`config.mk`:
```
export PLATFORM = sky130hd
export DESIGN_NAME = fetch_unit
export DESIGN_NICKNAME = d
export VERILOG_FILES = /design/src/rtl/fetch_unit.sv
export SDC_FILE = /design/constraint.sdc
export NUM_CORES = 1
export LEC_CHECK = 0
export ABC_AREA = 0
export CORE_MARGIN = 2
export CORE_UTILIZATION = 47
export CTS_CLUSTER_SIZE = 12
export DETAILED_ROUTE_END_ITERATION = 10
export PLACE_DENSITY = 0.68
export SLEW_MARGIN = 25
export SYNTH_ARGS = -nofsm -noshare
export SYNTH_HDL_FRONTEND = slang
export SYNTH_SLANG_ARGS = --single-unit
```
`constraint.sdc`:
```
create_clock -name clk -period 10.7 [get_ports clk]
set_clock_uncertainty 0.15 [all_clocks]
set_input_delay 1.07 -clock clk [delete_from_list [all_inputs] [get_ports clk]]
set_output_delay 1.07 -clock clk [all_outputs]
set_load 0.005 [all_outputs]
```
`src/rtl/fetch_unit.sv`:
```
// fetch_unit -- instruction fetch front end with an in-order instruction buffer.
//
// Issues word-aligned fetch requests from fetch_pc, remembers the PC of every
// request still in flight, and pairs each in-order memory response with its PC
// before placing it in a small FIFO read by decode. A redirect empties the
// buffer and moves fetch_pc; responses to requests issued before the redirect
// are counted off and discarded while in FLUSH.
//
// Ports
//   clk, reset            clock and asynchronous active-low reset
//   redirect_valid/_pc    branch/exception redirect (pc is forced word-aligned)
//   imem_req_*            fetch request (valid/ready handshake, address)
//   imem_rsp_*            in-order instruction return, no backpressure
//   inst_*                head of the instruction buffer to decode (valid/ready)
module fetch_unit #(
  parameter int dataWidth = 64,
  parameter int instWidth = 32,
  parameter int depth     = 4
) (
  input  logic                 clk,
  input  logic                 reset,
  input  logic                 redirect_valid,
  input  logic [dataWidth-1:0] redirect_pc,
  output logic                 imem_req_valid,
  output logic [dataWidth-1:0] imem_req_addr,
  input  logic                 imem_req_ready,
  input  logic                 imem_rsp_valid,
  input  logic [instWidth-1:0] imem_rsp_data,
  output logic                 inst_valid,
  output logic [instWidth-1:0] inst_data,
  output logic [dataWidth-1:0] inst_pc,
  input  logic                 inst_ready
);

  localparam int AW = (depth > 1) ? $clog2(depth) : 1;
  localparam int CW = AW + 1;
  localparam logic [CW:0] DepthLim = (CW+1)'(depth);

  typedef enum logic {FETCH, FLUSH} state_e;

  state_e               state_q, state_d;
  logic [dataWidth-1:0] fetch_pc_q, fetch_pc_d;
  logic [CW-1:0]        out_cnt_q, out_cnt_d;
  logic [CW-1:0]        buf_cnt_q, buf_cnt_d;
  logic [CW-1:0]        drop_cnt_q, drop_cnt_d;
  logic [AW-1:0]        out_wr_q, out_wr_d, out_rd_q, out_rd_d;
  logic [AW-1:0]        buf_wr_q, buf_wr_d, buf_rd_q, buf_rd_d;

  logic [dataWidth-1:0] out_pc_mem   [depth];
  logic [instWidth-1:0] buf_data_mem [depth];
  logic [dataWidth-1:0] buf_pc_mem   [depth];

  logic [CW:0]   occupancy;
  logic [CW-1:0] pending;
  logic          accept, rsp_hit, push, pop;

  // The low address bits are discarded when the redirect target is aligned.
  logic unused_redirect_lsbs;
  assign unused_redirect_lsbs = ^redirect_pc[1:0];

  assign imem_req_addr = fetch_pc_q;
  assign inst_valid    = (buf_cnt_q != '0);
  assign inst_data     = buf_data_mem[buf_rd_q];
  assign inst_pc       = buf_pc_mem[buf_rd_q];

  always_comb begin
    occupancy = {1'b0, buf_cnt_q} + {1'b0, out_cnt_q};
    // Reserving a buffer slot per in-flight request means a response can
    // always be pushed; reset gating keeps the request quiet while held.
    imem_req_valid = reset && (state_q == FETCH) && (occupancy < DepthLim);
    accept  = imem_req_valid && imem_req_ready;
    // Responses still owed: tracked per PC in FETCH, only counted in FLUSH.
    pending = (state_q == FETCH) ? out_cnt_q : drop_cnt_q;
    // A response with nothing owed is a protocol error and is ignored.
    rsp_hit = imem_rsp_valid && (pending != '0);
    push    = rsp_hit && (state_q == FETCH) && !redirect_valid;
    pop     = inst_valid && inst_ready;
  end

  always_comb begin
    // NOTE: every combinational output gets a default first so no path
    // leaves it unassigned, which would otherwise infer a latch.
    state_d    = state_q;
    fetch_pc_d = fetch_pc_q;
    out_cnt_d  = out_cnt_q;
    buf_cnt_d  = buf_cnt_q;
    drop_cnt_d = drop_cnt_q;
    out_wr_d   = out_wr_q;
    out_rd_d   = out_rd_q;
    buf_wr_d   = buf_wr_q;
    buf_rd_d   = buf_rd_q;

    if (accept) begin
      fetch_pc_d = fetch_pc_q + dataWidth'(4);
      out_wr_d   = out_wr_q + AW'(1);
    end

    if (redirect_valid) begin
      fetch_pc_d = {redirect_pc[dataWidth-1:2], 2'b00};
      // Everything in flight after this edge belongs to the old path.
      drop_cnt_d = pending + CW'(accept) - CW'(rsp_hit);
      out_cnt_d  = '0;
      out_wr_d   = '0;
      out_rd_d   = '0;
      buf_cnt_d  = '0;
      buf_wr_d   = '0;
      buf_rd_d   = '0;
      state_d    = (drop_cnt_d != '0) ? FLUSH : FETCH;
    end else if (state_q == FETCH) begin
      out_cnt_d = out_cnt_q + CW'(accept) - CW'(rsp_hit);
      if (rsp_hit) out_rd_d = out_rd_q + AW'(1);
      if (push)    buf_wr_d = buf_wr_q + AW'(1);
      if (pop)     buf_rd_d = buf_rd_q + AW'(1);
      buf_cnt_d = buf_cnt_q + CW'(push) - CW'(pop);
    end else begin
      drop_cnt_d = drop_cnt_q - CW'(rsp_hit);
      if (drop_cnt_d == '0) state_d = FETCH;
    end
  end

  // NOTE: state registers use non-blocking assignments so every flop
  // samples its _d value from before the edge.
  always_ff @(posedge clk or negedge reset) begin
    if (!reset) begin
      state_q    <= FETCH;
      fetch_pc_q <= '0;
      out_cnt_q  <= '0;
      buf_cnt_q  <= '0;
      drop_cnt_q <= '0;
      out_wr_q   <= '0;
      out_rd_q   <= '0;
      buf_wr_q   <= '0;
      buf_rd_q   <= '0;
    end else begin
      state_q    <= state_d;
      fetch_pc_q <= fetch_pc_d;
      out_cnt_q  <= out_cnt_d;
      buf_cnt_q  <= buf_cnt_d;
      drop_cnt_q <= drop_cnt_d;
      out_wr_q   <= out_wr_d;
      out_rd_q   <= out_rd_d;
      buf_wr_q   <= buf_wr_d;
      buf_rd_q   <= buf_rd_d;
    end
  end

  // NOTE: storage arrays are not reset; the counters decide which entries
  // are meaningful, so stale contents are never observed.
  always_ff @(posedge clk) begin
    if (accept) out_pc_mem[out_wr_q] <= fetch_pc_q;
    if (push) begin
      buf_data_mem[buf_wr_q] <= imem_rsp_data;
      buf_pc_mem[buf_wr_q]   <= out_pc_mem[out_rd_q];
    end
  end

endmodule

```
==> flow_summary.toml, run 1 <==
[run_status]
status = "finished clean"

[power_and_ir_drop]
leakage_nw = 10.5
power_density_nw_per_um2 = 185
peakVddDrop_uv = 102
power_mw = 6.11

[clock_tree]
post_cts_resize_count = 0
clkLatencyLatePin_ns = 0.60
numCtsBuffers = 73
cts_sinks = 704
cts_buffer_depth = 3
hold_buffers = 0
cts_tree = "done"
cts.clk_slew.worst_paths_ns = 0.06
cts_htree_levels = 3
postCtsSetupBuffers = 0
root_buffer = "clkbuf_16"

[critical_path]
cp_slowest_cell = "buf_4"
crit_arrival_ns = 4.01
cp_max_fo = 38
path_cells = "buf_4 -> buf_4 -> mux4_2 -> clkdlybuf4s50_1"
r2r_end = "out_cnt_q[2]"
r2r_cells = 12
max_stage_delay_ns = 0.76
cpMostUsedCell = "buf_4"
reg2reg_setup_slack_ns = 7.06
crit_type = "flop to output port"
r2r_start = "state_q"
cp.required_ns = 9.48
critPathLaunchType = "flop"
crit_path_end_kind = "output port"

[logic_synthesis]
yosys-top-cells-area = "edfxtp_1, mux4_2, dfrtp_1, o21ai_0, ha_1"
syn_inst = 1411
synthArstFlopShare_pct = 11.4
yosys.area.top_type = "edfxtp_1"
netlist_area_um2 = 27500
ys_dominant_reg_cell = "edfxtp_1"
synthDistinctLibCells = 42
ys_seq_area_share_pct = 75.5
syn_avg_cell_area_um2 = 19.5
ys_warn_count = 0
synth_enable_flop_cells = 624
synth_top_area_share_pct = 68.2
ys_ff_latch = 704

[placed_design]
hpwl_um = 37400
gp_congestion = 0.817
placedInstanceArea_um2 = 30900
port_buffers = 257

[floorplanning]
die_height_um = 246
die_w_um = 246
io_pins = 264
core_area_um2 = 57700
initial_core_util_pct = 47.6
die_area_um2 = 60400
rows = 88

[drt]
num_vias = 14400
via_per_inst = 5.73
wire_per_inst_um = 24.5
routed_wl_um = 61400
ant_nets = 0
drt_drc_violations_left = 0
drtIter0Drc = 1108
drt_pre_antenna_iters = 5

[global_routing]
grt_busiest_layer = "met2"
grt_pass1_wl_um = 92100
grt_use_met1_pct = 28.4
grt_use_met2_pct = 33.1
grt_max_degree = 88
gr-usage-all-layers_pct = 20.7
antenna_found_initial = 1
first_global_vias = 14800
overflow = 0
use_met3_pct = 4.52

[sta]
finalHoldViolCount = 0
period_minus_slack_ns = 5.23
rsz0062_at_grt = "no"
tightestPinTransition_ns = 0.983
timing.setup.tns_ns = 0
setup_viol = 0
fmax_ghz = 0.191
period_share_pct = 48.9
drv_slew = 0
max_slew_margin_pct = 34.4
holdWs_ns = 0.238

[final_layout]
drive_above_1_share_pct = 16.5
nets = 1821
fin_area_um2 = 33100
synthToLayoutAreaGrowth_pct = 20.5
final_cell_mix = "edfxtp_1, clkdlybuf4s50_1, mux4_2, dfrtp_1, clkbuf_16"
final_common_cell = "edfxtp_1"

[flow_run]
drv_cap = 0

[min_path]
hold_class = "input port to asynchronous set/reset pin"
==> where the power goes <==
part	leakage (nW)	internal, mW	switching [mW]
Sequential	6.57	3.12	0.115
Combinational	2.81	0.257	0.247
Clock	1.07	1.39	0.983
==> kinds of logic (layout without fill, tap and decap cells) <==
| kind of cell | after synthesis | in the layout | share of synthesized area [%] |
|---|---|---|---|
| AO/OA/AOI/OAI | 107 | 107 | 2.26 |
| flip-flops | 704 | 704 | 75.5 |
| buffers and inverters | 88 | 416 | 1.31 |
| XOR/XNOR | 42 | 42 | 1.34 |
| AND/OR/NAND/NOR | 283 | 283 | 5.42 |
| other | 1 | 5 | 0.0136 |
| adder cells (fa/ha/maj) | 21 | 21 | 1.04 |
| multiplexers | 165 | 165 | 13.1 |
==> registers in the layout, indices dropped and copies added (netlist names) <==
register / count
buf_pc_mem: 248
out_pc_mem: 248
buf_data_mem: 128
imem_req_addr: 62
buf_cnt_q: 3
drop_cnt_q: 3
out_cnt_q: 3
buf_rd_q: 2
buf_wr_q: 2
out_rd_q: 2
out_wr_q: 2
state_q: 1
==> layout make-up <==
cell class                      count  area (um2)
Tap cell                          765         957
Sequential cell                   704       20800
Clock buffer                      100        2030
Antenna cell                        1        2.50
Multi-Input combinational cell    622        6410
Clock inverter                     19         171
Fill cell                        4387       24600
Timing Repair Buffer              277        2720
Inverter                           20        75.1
==> worst max-delay path: cells and delay by family, from the launching register on <==
family | cells | cell delay [ns]
buf+inv | 3 | 1.97
flops | 1 | 0.73
mux | 1 | 0.65
==> cells in the mapped netlist (25+ instances only) <==
cell and n:
edfxtp_1 624, mux4_2 156, dfrtp_1 80, nand2_1 60, nor2_1 55, o21ai_0 54, clkbuf_1 37, nand4_1 33
nand3_1 29, a31oi_1 28, or3_1 25, xnor2_1 25
==> worst max path at each step <==
stage | from | to | slack [ns] | cells past startpoint
CTS | buf_rd_q[0] | inst_pc[2] | 5.29 | 4
finish | buf_rd_q[0] | inst_pc[7] | 5.47 | 4
global route | buf_rd_q[0] | inst_pc[7] | 5.11 | 4
global placement | buf_rd_q[0] | inst_pc[2] | 5.90 | 4
floorplan | imem_rsp_valid | buf_data_mem[0][0] | 6.03 | 2
detailed placement | buf_rd_q[0] | inst_pc[2] | 5.92 | 4
==> metal layers <==
layer / vias to the layer above / wire length, um / part of all wire (%)
met4: 0 / 1450 / 2.4
met3: 94 / 4150 / 6.8
li1: 6308 / - / -
met2: 465 / 30000 / 49
met5: - / 0 / 0
met1: 7514 / 25800 / 42
==> per-stage QoR <==
step	utilization [%]	cells	setup slack (ns)
after floorplan	-	1414	6.03
after global placement	53.6	2388	5.90
after detailed placement	53.6	2388	5.92
after CTS	57.4	2507	5.29
after global routing	57.4	2508	5.11
final	57.4	2508	5.47
Note: power is estimated with default switching activity, not from simulation.
==> inputs of run 2 (changes only) <==
--- a/config.mk
+++ b/config.mk
@@ -10,7 +10,7 @@
 export CORE_UTILIZATION = 47
 export CTS_CLUSTER_SIZE = 12
 export DETAILED_ROUTE_END_ITERATION = 10
-export PLACE_DENSITY = 0.68
+export PLACE_DENSITY = 0.7
 export SLEW_MARGIN = 25
 export SYNTH_ARGS = -nofsm -noshare
 export SYNTH_HDL_FRONTEND = slang
==> constraint.sdc (replaced) <==
create_clock -name clk -period 4.69 [get_ports clk]
set_clock_uncertainty 0.15 [all_clocks]
set_input_delay 0.469 -clock clk [delete_from_list [all_inputs] [get_ports clk]]
set_output_delay 0.469 -clock clk [all_outputs]
set_load 0.005 [all_outputs]
==> flow_summary.toml, run 2 (synthesis results as in run 1) <==
[critical_path]
reg2reg_setup_slack_ns = 1.36
r2r_cells = 11
r2r_end = "out_cnt_q[2]"
endpoint = "inst_pc[42]"
crit_type = "flop to output port"
critPathLaunchType = "flop"
cp_max_fo = 54
r2r_start = "state_q"
crit_arrival_ns = 2.97
cp.required_ns = 4.07
startpoint = "buf_rd_q[1]"
crit_path_end_kind = "output port"

[global_routing]
gr-usage-all-layers_pct = 21.3
overflow = 0
antenna_found_initial = 4
grt_max_degree = 87
grt_pass1_wl_um = 94400
first_global_vias = 15100

[floorplanning]
initial_core_util_pct = 47.6
rows = 88
die_height_um = 246
core_area_um2 = 57700
io_pins = 264
die_w_um = 246
die_area_um2 = 60400

[clock_tree]
cts_sinks = 704
clkLatencyLatePin_ns = 0.61
post_cts_resize_count = 0
cts_htree_levels = 3
numCtsBuffers = 72
postCtsSetupBuffers = 0
hold_buffers = 1
root_buffer = "clkbuf_16"
cts.clk_slew.worst_paths_ns = 0.06
cts_tree = "done"
cts_buffer_depth = 3

[power_and_ir_drop]
peakVddDrop_uv = 240
power_density_nw_per_um2 = 415
leakage_nw = 10.5

[sta]
holdWs_ns = 0.103
timing.setup.tns_ns = 0
max_slew_margin_pct = 33.5
tightestPinTransition_ns = 0.998
finalHoldViolCount = 0
setup_viol = 0
period_share_pct = 76.6
fin_ws_ns = 1.10
period_minus_slack_ns = 3.59
rsz0062_at_grt = "no"
fmax_ghz = 0.278
drv_slew = 0

[final_layout]
final_cell_mix = "edfxtp_1, clkdlybuf4s50_1, mux4_2, clkbuf_16, dfrtp_1"
drive_above_1_share_pct = 16.8
nets = 1833
synthToLayoutAreaGrowth_pct = 20.8
fin_area_um2 = 33200
reg.largest.list = "buf_pc_mem (248), out_pc_mem (248), buf_data_mem (128)"
n_antenna_cell = 0
final_common_cell = "edfxtp_1"

[drt]
drt_drc_violations_left = 0
routed_wl_um = 63200
drt_pre_antenna_iters = 5
drtIter0Drc = 1240
num_vias = 14700
via_per_inst = 5.82
ant_nets = 0
wire_per_inst_um = 25.1

[placed_design]
placedInstanceArea_um2 = 31100
port_buffers = 257
dp_slack_ns = 1.39
hpwl_um = 39300
gp_congestion = 0.831

[flow_run]
drv_cap = 0

[run_status]
status = "finished clean"

[min_path]
hold_class = "input port to flop"
## run 2: power by group
part	total [mW]	internal [mW]	switching, mW	leakage, nW
clock network	5.23	3.01	2.22	1.03
registers	7.39	7.12	0.276	6.57
logic	1.15	0.591	0.555	2.89
total	13.8	10.7	3.05	10.5
## run 2: stage by stage
step	std cells	power (mW)	util [%]
2_1_floorplan	1414	8.07	-
3_3_place_gp	2400	8.62	53.8
3_5_place_dp	2400	8.67	53.8
4_1_cts	2521	13.9	57.5
5_1_grt	2521	14.3	57.5
6_report	2521	13.8	57.5
## run 2: area by class of cell
cell class	instances	area (um2)
repair buffers	290	2880
inverters	20	75.1
clock buffers	103	2040
fillers	4311	24500
flip-flops and latches	704	20800
clock inverters	17	77.6
multi-input cells	622	6410
well taps	765	957
## run 2: worst max-delay path, cell delays in order, from the launching register on
cell and delay [ns]:
dfrtp_4 1.03, buf_4 0.44, mux4_2 0.40, clkdlybuf4s50_1 0.48
## run 2: layer usage
layer  global-route usage, %  part of all wire [%]  up-vias
met1                    28.8                    41     7635
met4                    7.83                   2.9        8
met3                    4.14                   7.0      111
li1                        -                     -     6335
met5                       0                 0.085        -
met2                    34.7                    49      582
## run 2: worst min path at each step
stage / from / to / slack, ns / depth (start not counted)
finish: redirect_valid / imem_req_addr[42] / 0.10 / 3
global route: redirect_valid / imem_req_addr[42] / 0.14 / 3
CTS: redirect_valid / imem_req_addr[42] / 0.07 / 3
detailed placement: out_wr_q[1] / out_wr_q[1] / 0.42 / 2
global placement: out_wr_q[1] / out_wr_q[1] / 0.40 / 2
floorplan: reset / buf_cnt_q[0] / 0.02 / 0
==> inputs of run 3 (changes only) <==
--- a/config.mk
+++ b/config.mk
@@ -10,7 +10,7 @@
 export CORE_UTILIZATION = 47
 export CTS_CLUSTER_SIZE = 12
 export DETAILED_ROUTE_END_ITERATION = 10
-export PLACE_DENSITY = 0.7
+export PLACE_DENSITY = 0.68
 export SLEW_MARGIN = 25
 export SYNTH_ARGS = -nofsm -noshare
 export SYNTH_HDL_FRONTEND = slang
==> constraint.sdc (replaced) <==
create_clock -name clk -period 3.49 [get_ports clk]
set_clock_uncertainty 0.15 [all_clocks]
set_input_delay 0.349 -clock clk [delete_from_list [all_inputs] [get_ports clk]]
set_output_delay 0.349 -clock clk [all_outputs]
set_load 0.005 [all_outputs]
==> flow_summary.toml, run 3 (synthesis results as in run 1) <==
[run_status]
status = "finished clean"

[clock_tree]
postCtsSetupBuffers = 0
post_cts_resize_count = 0
cts_htree_levels = 3
numCtsBuffers = 74
cts_tree = "done"
cts_buffer_depth = 3
root_buffer = "clkbuf_16"
clkLatencyLatePin_ns = 0.60
cts.clk_slew.worst_paths_ns = 0.06
cts_sinks = 704

[final_layout]
fillers = 4327
utilization_pct = 58.2
n_antenna_cell = 0
reg.largest.list = "buf_pc_mem (248), out_pc_mem (248), buf_data_mem (128)"
seqCellArea_um2 = 20800
final_common_cell = "edfxtp_1"
multi_input_area_um2 = 6410
stdcell_count = 2550
synthToLayoutAreaGrowth_pct = 22.3
nets = 1855
drive_above_1_share_pct = 17.9
final_cell_mix = "edfxtp_1, clkdlybuf4s50_1, mux4_2, clkbuf_16, dfrtp_1"
fin_area_um2 = 33600

[power_and_ir_drop]
intPower_mw = 14.5
power_density_nw_per_um2 = 555
swShare_pct = 22.2
p_seq_share_pct = 52.7
peakVddDrop_uv = 323
power_mw = 18.7
combinationalPowerShare_pct = 9.0
power.share.clock_pct = 38.2
p_sw_mw = 4.14
leakage_nw = 10.7

[floorplanning]
die_height_um = 246
die_w_um = 246
io_pins = 264
rows = 88
initial_core_util_pct = 47.6
die_area_um2 = 60400
core_area_um2 = 57700

[sta]
fmax_ghz = 0.312
holdWs_ns = 0.149
setup_viol = 0
period_minus_slack_ns = 3.21
drv_slew = 0
period_share_pct = 91.9
fin_ws_ns = 0.282
rsz0062_at_grt = "no"
finalHoldViolCount = 0
max_slew_margin_pct = 44.9
timing.setup.tns_ns = 0
tightestPinTransition_ns = 0.827

[global_routing]
overflow = 0
gr-usage-all-layers_pct = 21.2
first_global_vias = 15000
grt_max_degree = 87
antenna_found_initial = 2
grt_pass1_wl_um = 94500

[placed_design]
dp_slack_ns = 0.523
placedInstanceArea_um2 = 31400
port_buffers = 257
place_inst = 2420
hpwl_um = 40200
gp_congestion = 0.920

[drt]
drt_drc_violations_left = 0
routed_wl_um = 63200
drt_pre_antenna_iters = 5
num_vias = 14700
via_per_inst = 5.78
wire_per_inst_um = 24.8
drtIter0Drc = 1141
ant_nets = 0

[min_path]
hold_class = "input port to asynchronous set/reset pin"

[critical_path]
crit_type = "flop to output port"
critPathLaunchType = "flop"
crit_arrival_ns = 2.71
cp_max_fo = 63
crit_path_end_kind = "output port"
cp.required_ns = 2.99

[flow_run]
drv_cap = 0
==> run 3: changes by cell type in the layout (fill, tap and decap cells not counted), sizes merged <==
| cell | change |
|---|---|
| inv | -2 |
| clkbuf | +3 |
| clkinvlp | +2 |
| clkinv | +6 |
| buf | +20 |
==> run 3: worst paths after layout <==
kind / startpoint / to / slack (ns) / depth (start not counted)
worst max-delay path: buf_rd_q[0] / inst_pc[27] / 0.28 / 3
min in group clk: redirect_pc[2] / imem_req_addr[2] / 0.15 / 3
worst min-delay path: reset / imem_req_addr[42] / 0.15 / 3
worst min register to register: out_wr_q[1] / out_wr_q[1] / 0.44 / 2
worst max register to register: out_cnt_q[1] / out_cnt_q[2] / 0.54 / 12
max in group asynchronous: reset / buf_rd_q[1] / 1.84 / 4
==> run 3: metal layers <==
| layer | track usage [%] | routed length (um) | vias to the layer above |
|---|---|---|---|
| met5 | 0 | 24 | - |
| met4 | 7.38 | 1560 | 4 |
| met3 | 3.75 | 4210 | 104 |
| met2 | 34.0 | 30800 | 489 |
| met1 | 29.5 | 26600 | 7745 |
| li1 | - | - | 6404 |
==> run 3: power by group through the flow <==
stage	clock network, mW	registers (mW)	logic, mW
after floorplan	0	9.91	0.927
after global placement	0	10.0	1.64
after detailed placement	0	10.0	1.69
after CTS	7.31	9.84	1.70
after global routing	7.61	9.88	1.85
final	7.13	9.85	1.69
==> run 3: final cells by class <==
type,count,area share (%)
clock buffer,106,6.18
clock inverter,23,0.335
inverter,20,0.223
multi-input combinational,622,19.1
sequential,704,61.8
tap,765,2.85
timing repair buffer,310,9.57
==> run 3: timing repair <==
action,in CTS,in global routing
setup endpoints to repair,0,0
hold endpoints to repair,19,0
hold buffers,1,0
==> run 3: worst max-delay path, stage by stage (launching register included) <==
cell             delay [ns]
dfrtp_4                0.48
buf_12                 0.38
mux4_2                 0.59
clkdlybuf4s50_1        0.55
